`config.mk`:
```
export PLATFORM = sky130hd
export DESIGN_NAME = regfile_wb_scheduler
export DESIGN_NICKNAME = d
export VERILOG_FILES = /design/src/rtl/regfile_wb_scheduler.sv
export SDC_FILE = /design/constraint.sdc
export NUM_CORES = 1
export LEC_CHECK = 0
export CAP_MARGIN = 5
export CORE_UTILIZATION = 35
export DETAILED_ROUTE_END_ITERATION = 8
export GPL_ROUTABILITY_DRIVEN = 0
export PLACE_DENSITY_LB_ADDON = 0.25
export SLEW_MARGIN = 25
export SYNTH_ARGS = -nofsm -noshare
export SYNTH_HDL_FRONTEND = slang
export SYNTH_SLANG_ARGS = --single-unit
```
`constraint.sdc`:
```
create_clock -name clk -period 2.8 [get_ports clk]
set_input_delay 0.56 -clock clk [delete_from_list [all_inputs] [get_ports clk]]
set_output_delay 0.56 -clock clk [all_outputs]
set_load 0.05 [all_outputs]
```
`src/rtl/regfile_wb_scheduler.sv`:
```
// Writeback scheduler and pending-register scoreboard for a 32x32 register
// file with a single write port. Two writeback sources (ALU = req0, load
// unit = req1) share the port through a round-robin arbiter; the accepted
// write is registered and presented to the register file one cycle later.
// A pending bit per register lets issue logic stall on RAW and WAW hazards.
//
// Handshake: a request transfers at the rising edge where valid & ready are
// both high. Ready is combinational and depends only on the two valids and
// the round-robin state. A requester holding valid without ready must keep
// its rd and data stable until it is accepted.
module regfile_wb_scheduler #(
    parameter int N       = 32,
    parameter bit RR_INIT = 1'b0
) (
    input  logic         clk,
    input  logic         rst_n,
    input  logic         issue_valid,
    input  logic [4:0]   issue_rd,
    output logic         issue_ready,
    input  logic [4:0]   rs1,
    input  logic [4:0]   rs2,
    output logic         rs1_busy,
    output logic         rs2_busy,
    input  logic         req0_valid,
    input  logic [4:0]   req0_rd,
    input  logic [N-1:0] req0_data,
    output logic         req0_ready,
    input  logic         req1_valid,
    input  logic [4:0]   req1_rd,
    input  logic [N-1:0] req1_data,
    output logic         req1_ready,
    output logic         Regwrite,
    output logic [4:0]   writereg,
    output logic [N-1:0] Datawrite,
    output logic         wb_err
);

    logic [31:0]  pending_q, pending_d;
    logic         rr_last_q, rr_last_d;
    logic         regwrite_q, regwrite_d;
    logic [4:0]   writereg_q, writereg_d;
    logic [N-1:0] datawrite_q, datawrite_d;
    logic         wb_err_q, wb_err_d;

    logic         grant0, grant1, accept;
    logic [4:0]   acc_rd;
    logic [N-1:0] acc_data;
    logic [31:0]  set_mask, clr_mask;

    // Round-robin grant: a lone requester always wins, on contention the one
    // that did not win last time is served.
    always_comb begin
        grant0    = req0_valid && (!req1_valid || rr_last_q);
        grant1    = req1_valid && (!req0_valid || !rr_last_q);
        accept    = grant0 || grant1;
        acc_rd    = grant1 ? req1_rd : req0_rd;
        acc_data  = grant1 ? req1_data : req0_data;
        rr_last_d = rr_last_q;
        if (grant1) begin
            rr_last_d = 1'b1;
        end else if (grant0) begin
            rr_last_d = 1'b0;
        end
    end

    // Output register: accepted write appears one cycle later; x0 writes are
    // consumed but never raise the write enable.
    always_comb begin
        regwrite_d  = accept && (acc_rd != 5'd0);
        writereg_d  = writereg_q;
        datawrite_d = datawrite_q;
        if (accept) begin
            writereg_d  = acc_rd;
            datawrite_d = acc_data;
        end
    end

    // Scoreboard update: set on issue, clear on the edge the register file
    // captures the data (clear wins on a collision); flag writes to idle regs.
    always_comb begin
        set_mask = '0;
        clr_mask = '0;
        if (issue_valid && issue_ready && (issue_rd != 5'd0)) begin
            set_mask[issue_rd] = 1'b1;
        end
        if (regwrite_q) begin
            clr_mask[writereg_q] = 1'b1;
        end
        pending_d = (pending_q | set_mask) & ~clr_mask;
        wb_err_d  = wb_err_q || (regwrite_q && !pending_q[writereg_q]);
    end

    // State registers; reset also discards any write held for the next cycle.
    always_ff @(posedge clk or negedge rst_n) begin
        if (!rst_n) begin
            pending_q   <= '0;
            rr_last_q   <= ~RR_INIT;
            regwrite_q  <= 1'b0;
            writereg_q  <= '0;
            datawrite_q <= '0;
            wb_err_q    <= 1'b0;
        end else begin
            pending_q   <= pending_d;
            rr_last_q   <= rr_last_d;
            regwrite_q  <= regwrite_d;
            writereg_q  <= writereg_d;
            datawrite_q <= datawrite_d;
            wb_err_q    <= wb_err_d;
        end
    end

    assign issue_ready = !pending_q[issue_rd] || (issue_rd == 5'd0);
    assign rs1_busy    = (rs1 != 5'd0) && pending_q[rs1];
    assign rs2_busy    = (rs2 != 5'd0) && pending_q[rs2];
    assign req0_ready  = grant0;
    assign req1_ready  = grant1;
    assign Regwrite    = regwrite_q;
    assign writereg    = writereg_q;
    assign Datawrite   = datawrite_q;
    assign wb_err      = wb_err_q;

endmodule

```
==> results of run 1 <==
registers in the layout, summed over array words and instances, names as in the netlist:
name / cells
Datawrite: 32
Regwrite: 1
wb_err: 1
pending_q: 32
writereg: 5
rr_last_q: 1
cells by family (layout without fill, tap and decap cells):
group	Yosys count	in the layout
AO/OA/AOI/OAI	169	169
buffers and inverters	80	216
flip-flops	72	72
multiplexers	48	48
AND/OR/NAND/NOR	100	100
worst paths after layout:
kind / start / to / slack (ns) / depth (start not counted)
min reg2reg: wb_err / wb_err / 0.50 / 1
max: pending_q[7] / rs1_busy / 0.02 / 4
min in group clk: wb_err / wb_err / 0.50 / 1
max reg2reg: writereg[0] / wb_err / 0.93 / 5
max in group asynchronous: rst_n / rr_last_q / 2.02 / 2
min: rst_n / Datawrite[28] / 0.15 / 1
power by group through the flow:
| stage | registers (uW) | logic, uW | clock network [uW] |
|---|---|---|---|
| 2_1_floorplan | 1770 | 1050 | 0 |
| 3_3_place_gp | 1720 | 1820 | 0 |
| 3_5_place_dp | 1730 | 1860 | 0 |
| 4_1_cts | 1720 | 1910 | 1040 |
| 5_1_grt | 1770 | 2030 | 1090 |
| 6_report | 1760 | 1910 | 1020 |
Yosys cell counts (all sizes together), types with 2 or more instances:
library cell and n:
dfrtp 71, a41oi 16, o21ai 8, o21a 2, nor3b 6, or4 2, a22oi 3, inv 36
o32a 3, nor2 55, a2bb2oi 12, nand2 12, nand2b 3, a221oi 2, buf 10, nand3b 5
and3 3, nand3 3, o22ai 32, mux4 30, nor3 2, a31oi 32, a21oi 52, mux2i 9
mux2 9, or3b 2, and3b 4, a21boi 2, clkbuf 34
routing by layer:
layer | vias up | share of wire [%] | global-route usage (%)
li1 | 2052 | - | -
met1 | 2244 | 39 | 28.2
met2 | 259 | 47 | 38.5
met3 | 34 | 12 | 8.56
met4 | 0 | 2.4 | 10.3
met5 | - | 0 | 0
worst max-delay path, stage by stage, from the launching register on:
cell	delay, ns
dfrtp_1	0.48
mux4_2	0.50
mux4_2	0.46
mux2_4	0.29
buf_8	0.15
repair_timing:
action	CTS	global route
pin swaps	1	1
hold buffers	0	0
resized for setup	23	5
buffers inserted	3	0
endpoints found under the setup margin	3	3
cloned	1	0
per-stage QoR:
| step | cell area [sq um] | hold slack [ns] |
|---|---|---|
| 3_3_place_gp | 6230 | 0.491 |
| 5_1_grt | 6580 | 0.164 |
| 4_1_cts | 6550 | 0.416 |
| 6_report | 6580 | 0.150 |
| 2_1_floorplan | 4620 | 0.264 |
| 3_5_place_dp | 6230 | 0.489 |
cell type report:
| class | count | share of cell area (%) |
|---|---|---|
| Sequential cell | 72 | 27.4 |
| Clock buffer | 13 | 3.81 |
| Tap cell | 172 | 3.27 |
| Timing Repair Buffer | 166 | 25.7 |
| Inverter | 36 | 2.06 |
| Clock inverter | 1 | 0.0761 |
| Multi-Input combinational cell | 317 | 37.7 |
==> impl_metrics.toml, run 1 <==
[pwr]
pwr-share-comb_pct = 40.8
p_seq_share_pct = 37.5
p_int_uw = 2890
swShare_pct = 38.5
power_switching_uw = 1810
pwr_density_cell_nw_per_um2 = 713
power_uw = 4690
clkPwrFrac_pct = 21.7
max-vdd-ir-drop_v = 0.000247
power_leakage_uw = 0.00273

[floorplanning]
die_width_um = 117
io_pins = 138
die_height_um = 117
coreArea_sq_um = 12700
row_count = 41
start_util_pct = 36.2
die_area_sq_um = 13600

[global_route]
grt_max_degree = 97
grt_overflow = 0
grtUsageTotal_pct = 23.7
grt_pass1_vias = 4631
antenna_found_initial = 0
grt_pass1_wl_mm = 24.3

[place]
hpwl_mm = 10.7
pre_cts_ws_ns = -0.426
dp_cells = 758
io_buffers = 137

[clock_network]
clk_latency_ns = 0.33
cts.path.max_buffers = 2
cts_made_buffers = 9
root_buffer = "clkbuf_16"
cts.sinks = 72
cts_tree = "yes"
clk_pin_slew_ns = 0.05
htree_levels = 3

[logic_synthesis]
synth_top_area_cell = "dfrtp_1"
async_reset_ff_share_pct = 100
syn_avg_cell_area_sq_um = 9.81
synth-seq-area-share_pct = 39.2
synth.top_cell.area_share_pct = 38.6
ys_top_cells_by_area = "dfrtp_1 39%, mux4_2 15%, a21oi_1 5.7%"
synth_cells = 469
synth-seq-cells = 72
synth-main-ff-cell = "dfrtp_1"
mappedNetlistNets = 563
synth_top_family_by_area = "compound AO/OA/AOI/OAI gates"
synth-xor-area-share_pct = 0
synth.distinct_cells = 44
synth_edf_count = 0
synth_mux_area_share_pct = 18.9
synth_fa_ha_area_share_pct = 0
synth_compound_area_share_pct = 24.2
yosys.area_share.simple_pct = 10.5
netlist_area_sq_um = 4600
yosys_warnings = 0

[layout]
seqCellArea_sq_um = 1800
n_antenna_cell = 0
utilization_pct = 51.7
synthToLayoutAreaGrowth_pct = 43.0
most-common-layout-cells = "122 x clkdlybuf4s50_1, 71 x dfrtp_1, 55 x nor2_1"
fin_nets = 696
instances_no_fill = 777
num-fill-cells = 1202
multi_input_area_sq_um = 2480
drive_gt1_share_pct = 16.4
final_common_cell = "clkdlybuf4s50_1"

[worst_setup_path]
required_ns = 2.24
worst-path-max-fanout = 5
arrival_ns = 2.22
startpoint_type = "flop"
crit_type = "reg -> out"
critPathCaptureType = "output port"

[timing]
finalClockSkew_ns = 0.00669
drv_slew = 0
hold_viol = 0
layout_setup_ws_ns = 0.0205
post-route-period-util_pct = 99.3
setup_violations = 0
fmax_ghz = 0.360
tightest_slew_ns = 0.868
finalSetupTns_ns = 0
slew_headroom_pct = 42.1
rsz0062_at_grt = "no"
post-route-min-period_ns = 2.78

[drt]
dr.pass1.iters = 5
vias_per_cell = 5.91
drtIter0Drc = 305
dr_total_vias = 4589
drc = 0
routedWlPerCell_um = 19.9
wirelength_mm = 15.4
drtAntennaViolNets = 0

[run_status]
outcome = "completed"

[worst_hold_path]
hold_path_class = "in -> async"

[run]
max-cap-violations = 0
(Power assumes the default switching activity.)
==> inputs of run 2 (changes only) <==
--- a/config.mk
+++ b/config.mk
@@ -9,6 +9,8 @@
 export CORE_UTILIZATION = 35
 export DETAILED_ROUTE_END_ITERATION = 8
 export GPL_ROUTABILITY_DRIVEN = 0
+export HOLD_SLACK_MARGIN = 0.12
+export MAX_ROUTING_LAYER = met4
 export PLACE_DENSITY_LB_ADDON = 0.25
 export SLEW_MARGIN = 25
 export SYNTH_ARGS = -nofsm -noshare
==> run 2 against run 1 <==
Combinational power barely moved. Total power barely moved. Hold slack improved by 0.083 ns. Global-route usage rose by 0.71 points. Clock power barely moved. Sequential share of layout area rose by 0.10 points. Wire length fell by 0.14%. Critical endpoint unchanged. Largest power group unchanged.
==> impl_metrics.toml, run 2 (synthesis gave the netlist of run 1 again) <==
[clock_network]
clk_pin_slew_ns = 0.05
cts.sinks = 72
cts_made_buffers = 9
cts.path.max_buffers = 2
cts_hold_buf = 0
cts_tree = "yes"
clk_latency_ns = 0.33
root_buffer = "clkbuf_16"
htree_levels = 3

[global_route]
grt_overflow = 0
grtUsageTotal_pct = 24.4
antenna_found_initial = 0
grt_pass1_wl_mm = 24.2
grt_pass1_vias = 4643
grt_max_degree = 97

[layout]
most-common-layout-cells = "122 x clkdlybuf4s50_1, 71 x dfrtp_1, 55 x nor2_1"
instances_no_fill = 776
n_antenna_cell = 0
final_common_cell = "clkdlybuf4s50_1"
utilization_pct = 51.5
fin_nets = 695
drive_gt1_share_pct = 16.2
synthToLayoutAreaGrowth_pct = 42.4

[floorplanning]
io_pins = 138
start_util_pct = 36.2
die_height_um = 117
coreArea_sq_um = 12700
die_width_um = 117
row_count = 41
die_area_sq_um = 13600

[pwr]
p_int_uw = 2880
p_seq_share_pct = 37.6
power_switching_uw = 1810
pwr-share-comb_pct = 40.7
swShare_pct = 38.5
max-vdd-ir-drop_v = 0.000247
clkPwrFrac_pct = 21.7
power_leakage_uw = 0.00272
pwr_density_cell_nw_per_um2 = 715

[worst_hold_path]
hold_path_class = "in -> async"

[timing]
post-route-period-util_pct = 99.1
hold_viol = 0
finalClockSkew_ns = 0.00612
drv_slew = 0
rsz0062_at_grt = "no"
post-route-min-period_ns = 2.77
fmax_ghz = 0.360
setup_violations = 0
tightest_slew_ns = 0.871
slew_headroom_pct = 41.9
whs_ns = 0.233

[drt]
dr_total_vias = 4615
drc = 0
drtIter0Drc = 311
routedWlPerCell_um = 19.9
vias_per_cell = 5.95
wirelength_mm = 15.4
drtAntennaViolNets = 0
dr.pass1.iters = 7

[worst_setup_path]
critPathCaptureType = "output port"
ff2ff_setup_slack_ns = 0.91
rr_startpoint = "writereg[0]"
arrival_ns = 2.21
startpoint_type = "flop"
slowest_delay_ns = 0.50
path_common_cell = "mux4_2"
r2r_end = "wb_err"
worst-path-max-fanout = 5
crit_type = "reg -> out"
critPathSlowestCell = "mux4_2"
required_ns = 2.24
ff2ff_path_depth = 5
path_cells = "mux4_2 > mux4_2 > mux2_4 > buf_8"

[run_status]
outcome = "completed"

[place]
io_buffers = 137
hpwl_mm = 10.7
dp_cells = 758

[run]
max-cap-violations = 0
## run 2: cell types whose count changed in the layout (fill, tap and decap cells not counted)
cell / before / now
buf_16: 1 / 0
buf_4: 25 / 24
buf_6: 1 / 2
## run 2: layout make-up
type	instances	area (sq um)
inverters	36	135
repair buffers	165	1670
fillers	1206	6170
flip-flops and latches	72	1800
clock buffers	13	250
multi-input cells	317	2480
well taps	172	215
clock inverters	1	5.00
## run 2: through the flow
stage / area [sq um] / setup slack [ns] / setup TNS, ns / total power [uW]
2_1_floorplan: 4620 / 0.00272 / 0 / 2820
4_1_cts: 6550 / 0.00281 / 0 / 4670
5_1_grt: 6550 / 0.00823 / 0 / 4880
3_5_place_dp: 6230 / -0.426 / -1.11 / 3590
3_3_place_gp: 6230 / -0.388 / -1.04 / 3540
6_report: 6550 / 0.0255 / 0 / 4690
## run 2: power groups by stage
| stage | combinational [uW] | sequential (uW) | clock (uW) |
|---|---|---|---|
| after global routing | 2030 | 1770 | 1080 |
| after CTS | 1910 | 1720 | 1040 |
| after global placement | 1820 | 1720 | 0 |
| after detailed placement | 1860 | 1730 | 0 |
| after floorplan | 1050 | 1770 | 0 |
| final | 1910 | 1760 | 1020 |
## run 2: worst max-delay path: cells and delay by family, from the launching register on
kind                   cells  cell delay (ns)
DFF                        1             0.47
buffers and inverters      1             0.15
muxes                      3             1.25
## run 2: how the worst max path moves through the flow
stage                      start           to  slack, ns  depth (start not counted)
finish              pending_q[7]     rs1_busy       0.03                          4
global route              rs2[0]     rs2_busy      0.008                          6
CTS                       rs1[1]     rs1_busy      0.003                          5
detailed placement        rs1[0]     rs1_busy      -0.43                          6
global placement          rs2[0]     rs2_busy      -0.39                          6
floorplan            issue_rd[0]  issue_ready      0.003                          6
## run 2: metal layers
| metal | global-route usage, % | up-vias | part of all wire, % |
|---|---|---|---|
| li1 | - | 2049 | - |
| met3 | 7.58 | 45 | 11 |
| met1 | 29.0 | 2253 | 39 |
| met5 | - | - | 0 |
| met4 | 10.3 | 0 | 3.2 |
| met2 | 38.2 | 268 | 47 |
## run 2: what timing repair did
action | in CTS | in global routing
gates resized for setup | 23 | 5
pin swaps | 1 | 1
endpoints found under the setup margin | 3 | 3
buffers inserted | 3 | 0
gates cloned | 1 | 0
